## src/rtl/cpu_ctrl_pkg.sv

```systemverilog
// rtl/cpu_ctrl_pkg.sv - shared states, encodings and instruction decode for the CPU controller
package cpu_ctrl_pkg;

  // Controller states; every output is a pure function of the state
  typedef enum logic [4:0] {
    S_RST,
    S_IDLE,
    S_IF1,
    S_IF2,
    S_UPC,
    S_DEC,
    S_WIMM,
    S_RDM,
    S_CMPB,
    S_WRD,
    S_RDN,
    S_CALC,
    S_STAT,
    S_ADDR,
    S_LADR,
    S_MRD,
    S_WMEM,
    S_RDD,
    S_MWR
  } state_t;

  // Register-file read/write port select
  localparam logic [1:0] REG_RM = 2'b00;
  localparam logic [1:0] REG_RD = 2'b01;
  localparam logic [1:0] REG_RN = 2'b10;

  // Write-back source select
  localparam logic [1:0] WB_C     = 2'b00;
  localparam logic [1:0] WB_PC    = 2'b01;
  localparam logic [1:0] WB_IMM   = 2'b10;
  localparam logic [1:0] WB_MDATA = 2'b11;

  // Memory command
  localparam logic [1:0] MEM_NONE  = 2'b00;
  localparam logic [1:0] MEM_READ  = 2'b01;
  localparam logic [1:0] MEM_WRITE = 2'b10;

  // Opcode field values
  localparam logic [2:0] OP_LDR  = 3'b011;
  localparam logic [2:0] OP_STR  = 3'b100;
  localparam logic [2:0] OP_ALU  = 3'b101;
  localparam logic [2:0] OP_MOV  = 3'b110;
  localparam logic [2:0] OP_HALT = 3'b111;

  // ALU_op field values (MOV reuses 00 for register and 10 for immediate)
  localparam logic [1:0] ALU_ADD = 2'b00;
  localparam logic [1:0] ALU_CMP = 2'b01;
  localparam logic [1:0] ALU_AND = 2'b10;
  localparam logic [1:0] ALU_MVN = 2'b11;
  localparam logic [1:0] MOV_REG = 2'b00;
  localparam logic [1:0] MOV_IMM = 2'b10;

  // Instruction classes the FSM branches on
  typedef enum logic [3:0] {
    I_MOVI, I_MOVR, I_ADD, I_AND, I_MVN, I_CMP, I_LDR, I_STR, I_HALT, I_BAD
  } instr_t;

  // Map the IR fields to an instruction class; anything unlisted is illegal
  function automatic instr_t decode_instr(input logic [2:0] op, input logic [1:0] alu);
    instr_t r;
    r = I_BAD;
    case (op)
      OP_MOV: begin
        if (alu == MOV_IMM) r = I_MOVI;
        else if (alu == MOV_REG) r = I_MOVR;
      end
      OP_ALU: begin
        case (alu)
          ALU_ADD: r = I_ADD;
          ALU_CMP: r = I_CMP;
          ALU_AND: r = I_AND;
          default: r = I_MVN;
        endcase
      end
      OP_LDR:  if (alu == 2'b00) r = I_LDR;
      OP_STR:  if (alu == 2'b00) r = I_STR;
      OP_HALT: r = I_HALT;
      default: r = I_BAD;
    endcase
    return r;
  endfunction

endpackage

```

## src/rtl/mem_wait_ctr.sv

```systemverilog
// rtl/mem_wait_ctr.sv - loadable down-counter that paces held memory accesses
module mem_wait_ctr #(
  parameter int WIDTH = 1
) (
  input  logic             clk,
  input  logic             rst_n,
  input  logic             load,
  input  logic [WIDTH-1:0] load_val,
  output logic             done
);

  logic [WIDTH-1:0] count;

  // Load on entry to a held state, then count down and stick at zero
  always_ff @(posedge clk or negedge rst_n) begin
    if (!rst_n) begin
      count <= '0;
    end else if (load) begin
      count <= load_val;
    end else if (count != '0) begin
      count <= count - WIDTH'(1);
    end
  end

  assign done = (count == '0);

endmodule

```

## src/rtl/cpu_fsm_controller.sv

```systemverilog
// rtl/cpu_fsm_controller.sv - multi-cycle fetch/decode/execute controller for the RISC datapath
module cpu_fsm_controller
  import cpu_ctrl_pkg::*;
#(
  parameter int MEM_WAIT = 0
) (
  input  logic       clk,
  input  logic       rst_n,
  input  logic       start,
  input  logic [2:0] opcode,
  input  logic [1:0] ALU_op,
  input  logic       Z,
  input  logic       N,
  input  logic       V,
  output logic       waiting,
  output logic       illegal,
  output logic [1:0] reg_sel,
  output logic [1:0] wb_sel,
  output logic       w_en,
  output logic       en_A,
  output logic       en_B,
  output logic       en_C,
  output logic       en_status,
  output logic       sel_A,
  output logic       sel_B,
  output logic       load_pc,
  output logic       clear_pc,
  output logic       load_ir,
  output logic       load_addr,
  output logic       addr_sel,
  output logic [1:0] mem_cmd
);

  localparam int CW = (MEM_WAIT > 0) ? $clog2(MEM_WAIT + 1) : 1;

  state_t state;
  state_t next_state;
  instr_t instr;
  logic   ctr_load;
  logic   ctr_done;

  // Status flags are reserved for branch instructions
  logic unused_flags;
  assign unused_flags = Z ^ N ^ V;

  assign instr = decode_instr(opcode, ALU_op);

  // Restart the wait counter whenever a held memory state is freshly entered
  assign ctr_load = (next_state != state) &&
                    ((next_state == S_IF1) || (next_state == S_MRD) || (next_state == S_MWR));

  mem_wait_ctr #(
    .WIDTH (CW)
  ) u_wait (
    .clk      (clk),
    .rst_n    (rst_n),
    .load     (ctr_load),
    .load_val (CW'(MEM_WAIT)),
    .done     (ctr_done)
  );

  // State register; reset aborts any instruction immediately
  always_ff @(posedge clk or negedge rst_n) begin
    if (!rst_n) state <= S_RST;
    else        state <= next_state;
  end

  // Next-state: fetch sequence, decode branch and per-instruction step chains
  always_comb begin
    next_state = state;
    case (state)
      S_RST:  next_state = S_IDLE;
      S_IDLE: if (start) next_state = S_IF1;
      S_IF1:  if (ctr_done) next_state = S_IF2;
      S_IF2:  next_state = S_UPC;
      S_UPC:  next_state = S_DEC;
      S_DEC: begin
        case (instr)
          I_MOVI:                              next_state = S_WIMM;
          I_MOVR, I_MVN:                       next_state = S_RDM;
          I_ADD, I_AND, I_CMP, I_LDR, I_STR:   next_state = S_RDN;
          I_HALT:                              next_state = S_IDLE;
          default:                             next_state = S_IF1;
        endcase
      end
      S_RDN:  next_state = ((instr == I_LDR) || (instr == I_STR)) ? S_ADDR : S_RDM;
      S_RDM: begin
        case (instr)
          I_ADD, I_AND: next_state = S_CALC;
          I_CMP:        next_state = S_STAT;
          default:      next_state = S_CMPB;
        endcase
      end
      S_CMPB: next_state = (instr == I_STR) ? S_MWR : S_WRD;
      S_CALC: next_state = S_WRD;
      S_ADDR: next_state = S_LADR;
      S_LADR: next_state = (instr == I_STR) ? S_RDD : S_MRD;
      S_RDD:  next_state = S_CMPB;
      S_MRD:  if (ctr_done) next_state = S_WMEM;
      S_MWR:  if (ctr_done) next_state = S_IF1;
      S_WIMM, S_WRD, S_STAT, S_WMEM: next_state = S_IF1;
      default: next_state = S_RST;
    endcase
  end

  // Moore outputs: everything low unless the current state asserts it
  always_comb begin
    waiting   = 1'b0;
    illegal   = 1'b0;
    reg_sel   = REG_RM;
    wb_sel    = WB_C;
    w_en      = 1'b0;
    en_A      = 1'b0;
    en_B      = 1'b0;
    en_C      = 1'b0;
    en_status = 1'b0;
    sel_A     = 1'b0;
    sel_B     = 1'b0;
    load_pc   = 1'b0;
    clear_pc  = 1'b0;
    load_ir   = 1'b0;
    load_addr = 1'b0;
    addr_sel  = 1'b0;
    mem_cmd   = MEM_NONE;
    case (state)
      S_RST: begin
        clear_pc = 1'b1;
        load_pc  = 1'b1;
      end
      S_IDLE: waiting = 1'b1;
      S_IF1: begin
        addr_sel = 1'b1;
        mem_cmd  = MEM_READ;
      end
      S_IF2: begin
        addr_sel = 1'b1;
        mem_cmd  = MEM_READ;
        load_ir  = 1'b1;
      end
      S_UPC: load_pc = 1'b1;
      S_DEC: illegal = (instr == I_BAD);
      S_WIMM: begin
        reg_sel = REG_RN;
        wb_sel  = WB_IMM;
        w_en    = 1'b1;
      end
      S_RDM: begin
        reg_sel = REG_RM;
        en_B    = 1'b1;
      end
      S_CMPB: begin
        sel_A = 1'b1;
        en_C  = 1'b1;
      end
      S_WRD: begin
        reg_sel = REG_RD;
        wb_sel  = WB_C;
        w_en    = 1'b1;
      end
      S_RDN: begin
        reg_sel = REG_RN;
        en_A    = 1'b1;
      end
      S_CALC: en_C = 1'b1;
      S_STAT: en_status = 1'b1;
      S_ADDR: begin
        sel_B = 1'b1;
        en_C  = 1'b1;
      end
      S_LADR: load_addr = 1'b1;
      S_MRD:  mem_cmd = MEM_READ;
      S_WMEM: begin
        reg_sel = REG_RD;
        wb_sel  = WB_MDATA;
        w_en    = 1'b1;
      end
      S_RDD: begin
        reg_sel = REG_RD;
        en_B    = 1'b1;
      end
      S_MWR:  mem_cmd = MEM_WRITE;
      default: ;
    endcase
  end

endmodule
```

## config.mk

```make
export PLATFORM = sky130hd
export DESIGN_NAME = cpu_fsm_controller
export DESIGN_NICKNAME = d
export VERILOG_FILES = /design/src/rtl/cpu_ctrl_pkg.sv /design/src/rtl/mem_wait_ctr.sv /design/src/rtl/cpu_fsm_controller.sv
export SDC_FILE = /design/constraint.sdc
export NUM_CORES = 1
export LEC_CHECK = 0
export ABC_AREA = 0
export ABC_CLOCK_PERIOD_IN_PS = 4400
export CORE_MARGIN = 3
export CORE_UTILIZATION = 47
export DETAILED_ROUTE_END_ITERATION = 6
export GPL_ROUTABILITY_DRIVEN = 0
export PLACE_DENSITY = 0.9
export SYNTH_ARGS = -nofsm -noshare
export SYNTH_HDL_FRONTEND = slang
export SYNTH_SLANG_ARGS = --single-unit
```

## constraint.sdc

```tcl
create_clock -name clk -period 4.4 [get_ports clk]
set_input_delay 0.44 -clock clk [delete_from_list [all_inputs] [get_ports clk]]
set_output_delay 0.44 -clock clk [all_outputs]
set_load 0.005 [all_outputs]
```

After elaboration in Yosys (flattened, before gate mapping)
Memories as Yosys holds them, arrays and structs flattened.
Cells that the tools add are included.
- bits in registers: 6
- memory bits (read-only): 64
- input port bits: 11
- output and inout bits: 20
- logic and storage cells: 89
- memories: 1
- memory list (name ; depth ; bits a word ; rd ports ; clocked after Yosys merged registers in ; write ports ; line ; RTL):
    (no name shown) ; 16 ; 4 ; 1 ; 0 ; 0 ; cpu_fsm_controller.sv:78 ; case (instr)
- $add $sub $neg: 1
- equality and inequality tests: 35
- multiplexer cells: 34
- reductions and logical operators: 16
- operators by type and width (cell ; number):
    $pmux W5 S16 ; 1
    $eq A5 B4 Y1 const B ; 9
    $mux W5 ; 6
    $eq A5 B3 Y1 const B ; 4
    $eq A5 B5 Y1 const B ; 4
    $mux W4 ; 5
    $pmux W4 S5 ; 1
    $mux W1 ; 16
    $eq A5 B2 Y1 const B ; 3
    $eq A3 B3 Y1 const B ; 4
    $eq A4 B3 Y1 const B ; 3
    $pmux W2 S2 ; 3
    $reduce_or A3 Y1 ; 4
    $reduce_or A2 Y1 ; 5
    $pmux W3 S3 ; 1
    $eq A4 B2 Y1 const B ; 2
    $pmux W3 S2 ; 1
    $eq A5 B1 Y1 const B ; 1
    $logic_not A5 Y1 ; 1
    $ne A5 B5 Y1 ; 1
    $eq A4 B4 Y1 const B ; 1
    $reduce_or A4 Y1 ; 1
    $eq A3 B2 Y1 const B ; 1
    $logic_or A1 B1 Y1 ; 3
    other kinds (5) ; 5

Longest topological paths before layout
- word-level depth: 13
- mapped depth: 8
- gate-level depth less buffers: 8

Hierarchy
From an unflattened synthesis, not the netlist that was laid out.
- cells, all modules: 146
- area, all modules: 1014.7 µm²
- modules (own cells, without submodules) (module ; instances ; cells an instance ; area an instance (µm²) ; seq. area each (µm²)):
    cpu_fsm_controller ; 1 ; 143 ; 979.7 ; 125.1
    mem_wait_ctr ; 1 ; 3 ; 35.0 ; 25.0

Least setup slack after synthesis
Ideal clock, no wire load.
- kind: input -> output
- start point: input ALU_op[0]
- end point: output illegal
- arrival time: 1.436 ns
- data required time: 3.960 ns
- slack: 2.524 ns
- stages: 7
- buffers on the path: 0
- cells stage by stage: inv_1 ha_1 nand3b_1 o21ai_1 a32oi_1 nand2_1 nor3_1
- word-level cells in the longest chain between the ends: 6
- elaborated cells between the ends (all ways): 11
- classes of those cells: 3 x eq/ne; 7 x mux; 1 x reduce/logical
- RTL lines (what ; line ; RTL):
    start, declared ; cpu_fsm_controller.sv:11 ; input logic [1:0] ALU_op,
    $logic_not A2 Y1 ; -- ;
    $mux W4 ; cpu_ctrl_pkg.sv:70 ; else if (alu == MOV_REG) r = I_MOVR;
    $mux W4 ; cpu_ctrl_pkg.sv:69 ; if (alu == MOV_IMM) r = I_MOVI;
    $pmux W4 S5 (*) ; cpu_ctrl_pkg.sv:67 ; case (op)
    $eq A4 B4 Y1 (*) ; cpu_fsm_controller.sv:141 ; S_DEC: illegal = (instr == I_BAD);
    $mux W1 (*) ; cpu_fsm_controller.sv:125 ; case (state)
    end, declared ; cpu_fsm_controller.sv:16 ; output logic illegal,
Every way passes the cells marked *; elsewhere a longest branch is shown, timed or not.

Final worst setup path
Same ends and word-level chain as after synthesis.

==> insert_results.sql <==
INSERT INTO impl_metrics (metric_group, metric, value, unit) VALUES
('route', 'drtIter0Drc', '12', ''),
('die', 'floorplan.die_area', '0.00233', 'mm2'),
('placed_design', 'port_buffers', '27', ''),
('worst_setup_path', 'setup.worst_path.start_class', 'input pin', ''),
('sta', 'hold_violations', '0', ''),
('clocking', 'clock_path_buffers', '2', ''),
('worst_setup_path', 'timing.reg2reg.setup_slack', '2.44', 'ns'),
('route', 'route.detailed.wl_per_inst', '13.2', 'um'),
('clocking', 'clock_latency', '0.25', 'ns'),
('sta', 'setup_tns', '0', 'ns'),
('route', 'detail_route.drc_violations', '0', ''),
('sta', 'final_max_slew_viol_count', '0', ''),
('synth', 'synth-seq-area-share', '14.9', '%'),
('cells_and_area', 'n_antenna_cell', '0', ''),
('global_route', 'global_route.usage.total', '22.2', '%'),
('clocking', 'clock_tree_from_tritoncts', 'yes', ''),
('global_route', 'grt_first_pass_wirelength', '3740', 'um'),
('worst_setup_path', 'r2r_end', 'state[1]', ''),
('cells_and_area', 'registers.top_by_ff_count', 'state', ''),
('clocking', 'cts_resized', '0', ''),
('cells_and_area', 'final_cell_mix', 'clkdlybuf4s50_1, nor2_1, nand2_1', ''),
('cells_and_area', 'fin_nets', '168', ''),
('cells_and_area', 'area_growth_syn_to_layout', '34.2', '%'),
('worst_hold_path', 'hold_path_class', 'input pin to async pin', ''),
('global_route', 'antenna_found_initial', '0', ''),
('worst_setup_path', 'worstRegToRegCells', '6', ''),
('sta', 'fin_skew', '0.00571', 'ns'),
('cells_and_area', 'layout_commonest_cell', 'clkdlybuf4s50_1', ''),
('die', 'rows', '14', ''),
('synth', 'synthesis.nets', '143', ''),
('sta', 'fmax', '325', 'MHz'),
('worst_setup_path', 'data_arrival_time_of_the_critical_path', '2.64', 'ns'),
('global_route', 'grt_max_degree', '16', ''),
('worst_setup_path', 'critical_path.endpoint_type', 'primary output', ''),
('sta', 'min_period', '3.08', 'ns'),
('clocking', 'clkSlewWorstSetupHoldPaths', '0.05', 'ns'),
('sta', 'tightest_slew', '0.428', 'ns'),
('synth', 'postSynthRegisterBits', '5', ''),
('power_and_ir_drop', 'post-layout-total-power', '553', 'uW'),
('synth', 'synthDistinctLibCells', '39', ''),
('die', 'core_area', '0.00159', 'mm2'),
('sta', 'hold_slack', '0.424', 'ns'),
('synth', 'postSynthAreaPerCell', '6.57', 'um2'),
('clocking', 'cts_root_buffer', 'clkbuf_4', ''),
('synth', 'synth_warn', '0', ''),
('die', 'chipWidth', '48.3', 'um'),
('cells_and_area', 'post_layout_utilization_of_the_core', '70.8', '%'),
('placed_design', 'dp_hpwl', '1860', 'um'),
('flow_run', 'timing.max_cap.violations', '0', ''),
('sta', 'timing.max_slew.rel_slack', '71.4', '%'),
('route', 'drt.antenna.violating_nets', '0', ''),
('route', 'via_count', '996', ''),
('power_and_ir_drop', 'static_leakage', '0.000444', 'uW'),
('power_and_ir_drop', 'ir_drop', '0.336', 'mV'),
('global_route', 'number_of_global_route_vias_before_repair', '886', ''),
('worst_setup_path', 'crit_type', 'input pin to primary output', ''),
('cells_and_area', 'registers_with_the_most_flip_flops', 'state x5', ''),
('cells_and_area', 'drive_above_1_share', '7.89', '%'),
('die', 'floorplan.io_pins', '31', ''),
('sta', 'final-setup-viol-count', '0', ''),
('status', 'run_status', 'completed', ''),
('worst_setup_path', 'critical_path_destination', 'illegal', ''),
('sta', 'rsz0062_at_grt', 'no', ''),
('synth', 'syn-instance-count', '128', ''),
('cells_and_area', 'largest_register_ff_count', '5', ''),
('route', 'drt_pre_antenna_iters', '4', ''),
('synth', 'mappedNetlistArea', '841', 'um2'),
('route', 'wirelength', '2320', 'um'),
('worst_setup_path', 'critical_path.max_fanout', '7', ''),
('cells_and_area', 'layout.filler_cells', '139', ''),
('global_route', 'global_route.overflow_total', '0', ''),
('clocking', 'clock_tree.htree_level_count', '1', ''),
('die', 'initial_utilization', '52.7', '%'),
('route', 'vias_per_cell', '5.66', ''),
('clocking', 'post_cts_buffers', '0', ''),
('clocking', 'post_cts_hold_buffer_count', '0', ''),
('die', 'dieHeight', '48.3', 'um'),
('clocking', 'number_of_buffers_inserted_during_clock_tree_synthesis', '3', ''),
('clocking', 'clock_tree_sinks', '5', ''),
('sta', 'layout_worst_path_cycle_share', '70.0', '%'),
('power_and_ir_drop', 'pwr_density_cell', '490', 'mW/mm2'),
('worst_setup_path', 'critical_path_required', '3.96', 'ns'),
('worst_setup_path', 'crit_start', 'ALU_op[0]', ''),
('worst_setup_path', 'worst_r2r_startpoint', 'state[1]', '');
per-stage QoR:
step	area (um2)	worst slack, ns	cells
2_1_floorplan	841	2.52	128
3_3_place_gp	1100	1.39	172
3_5_place_dp	1100	1.33	172
4_1_cts	1130	1.32	176
5_1_grt	1130	1.14	176
6_report	1130	1.32	176
per-layer routing:
layer	vias up	global-route usage [%]	part of all wire (%)
li1	500	-	-
met1	448	29.6	44
met2	39	34.6	48
met3	9	3.69	5.7
met4	0	10.2	2.5
met5	-	0	0
worst max-delay path, cell delays in order:
cell and delay (ns):
clkdlybuf4s50_1 0.51, inv_1 0.08, ha_1 0.29, nand3b_1 0.15, o21ai_1 0.10, a32oi_1 0.27, nand2_1 0.13, nor3_1 0.15
clkdlybuf4s50_1 0.53
cell type report:
class	count	area [um2]	area share (%)
multi-input cells	110	654	58.0
flip-flops and latches	5	125	11.1
inverters	6	22.5	2.00
repair buffers	27	270	23.9
clock buffers	4	26.3	2.33
well taps	24	30.0	2.66
cells by family (layout without fill, tap and decap cells):
logic type / Yosys count / count (layout) / share of synthesized area [%]
AOI/OAI and AO/OA: 31 / 31 / 25.1
xor gates and xnor gates: 2 / 2 / 2.08
adders and majority gates: 4 / 4 / 5.95
DFF: 5 / 5 / 14.9
muxes: 1 / 1 / 1.19
and+or+nand+nor: 72 / 72 / 43.5
buffers and inverters: 13 / 37 / 7.29
synthesized netlist by cell type (all sizes together):
| library cell | instances | area [um2] |
|---|---|---|
| a2111o | 1 | 11.3 |
| a211o | 1 | 10.0 |
| a21oi | 9 | 48.8 |
| a2bb2oi | 1 | 8.76 |
| a31oi | 4 | 31.3 |
| a32o | 1 | 10.0 |
| a32oi | 1 | 8.76 |
| and2 | 5 | 36.3 |
| and2b | 1 | 10.0 |
| and3 | 1 | 6.26 |
| and3b | 1 | 8.76 |
| and4b | 1 | 10.0 |
| buf | 4 | 27.5 |
| clkbuf | 3 | 11.3 |
| dfrtp | 5 | 125 |
| ha | 4 | 50.1 |
| inv | 6 | 22.5 |
| mux2i | 1 | 10.0 |
| nand2 | 12 | 45.0 |
| nand2b | 5 | 31.3 |
| nand3 | 5 | 25.0 |
| nand3b | 2 | 15.0 |
| nand4 | 2 | 12.5 |
| nor2 | 23 | 86.3 |
| nor2b | 2 | 12.5 |
| nor3 | 8 | 40.0 |
| nor3b | 1 | 7.51 |
| o211ai | 5 | 37.5 |
| o21ai | 6 | 30.0 |
| o22ai | 1 | 6.26 |
| o32ai | 1 | 8.76 |
| or2 | 3 | 18.8 |
| xnor2 | 1 | 8.76 |
| xor2 | 1 | 8.76 |
report_power, final:
group	switching [uW]	internal, uW
registers	59.0	63.6
clock network	20.3	34.4
logic	180	196
total	259	293
worst min-delay path by stage:
stage / start / end / cells past startpoint / slack, ns
detailed placement: rst_n / state[3] / 1 / 0.68
floorplan: rst_n / state[0] / 0 / 0.14
global route: rst_n / state[2] / 1 / 0.42
CTS: rst_n / state[2] / 1 / 0.42
finish: rst_n / state[2] / 1 / 0.42
global placement: rst_n / state[4] / 1 / 0.66
Power figures use the tool's default switching activity.
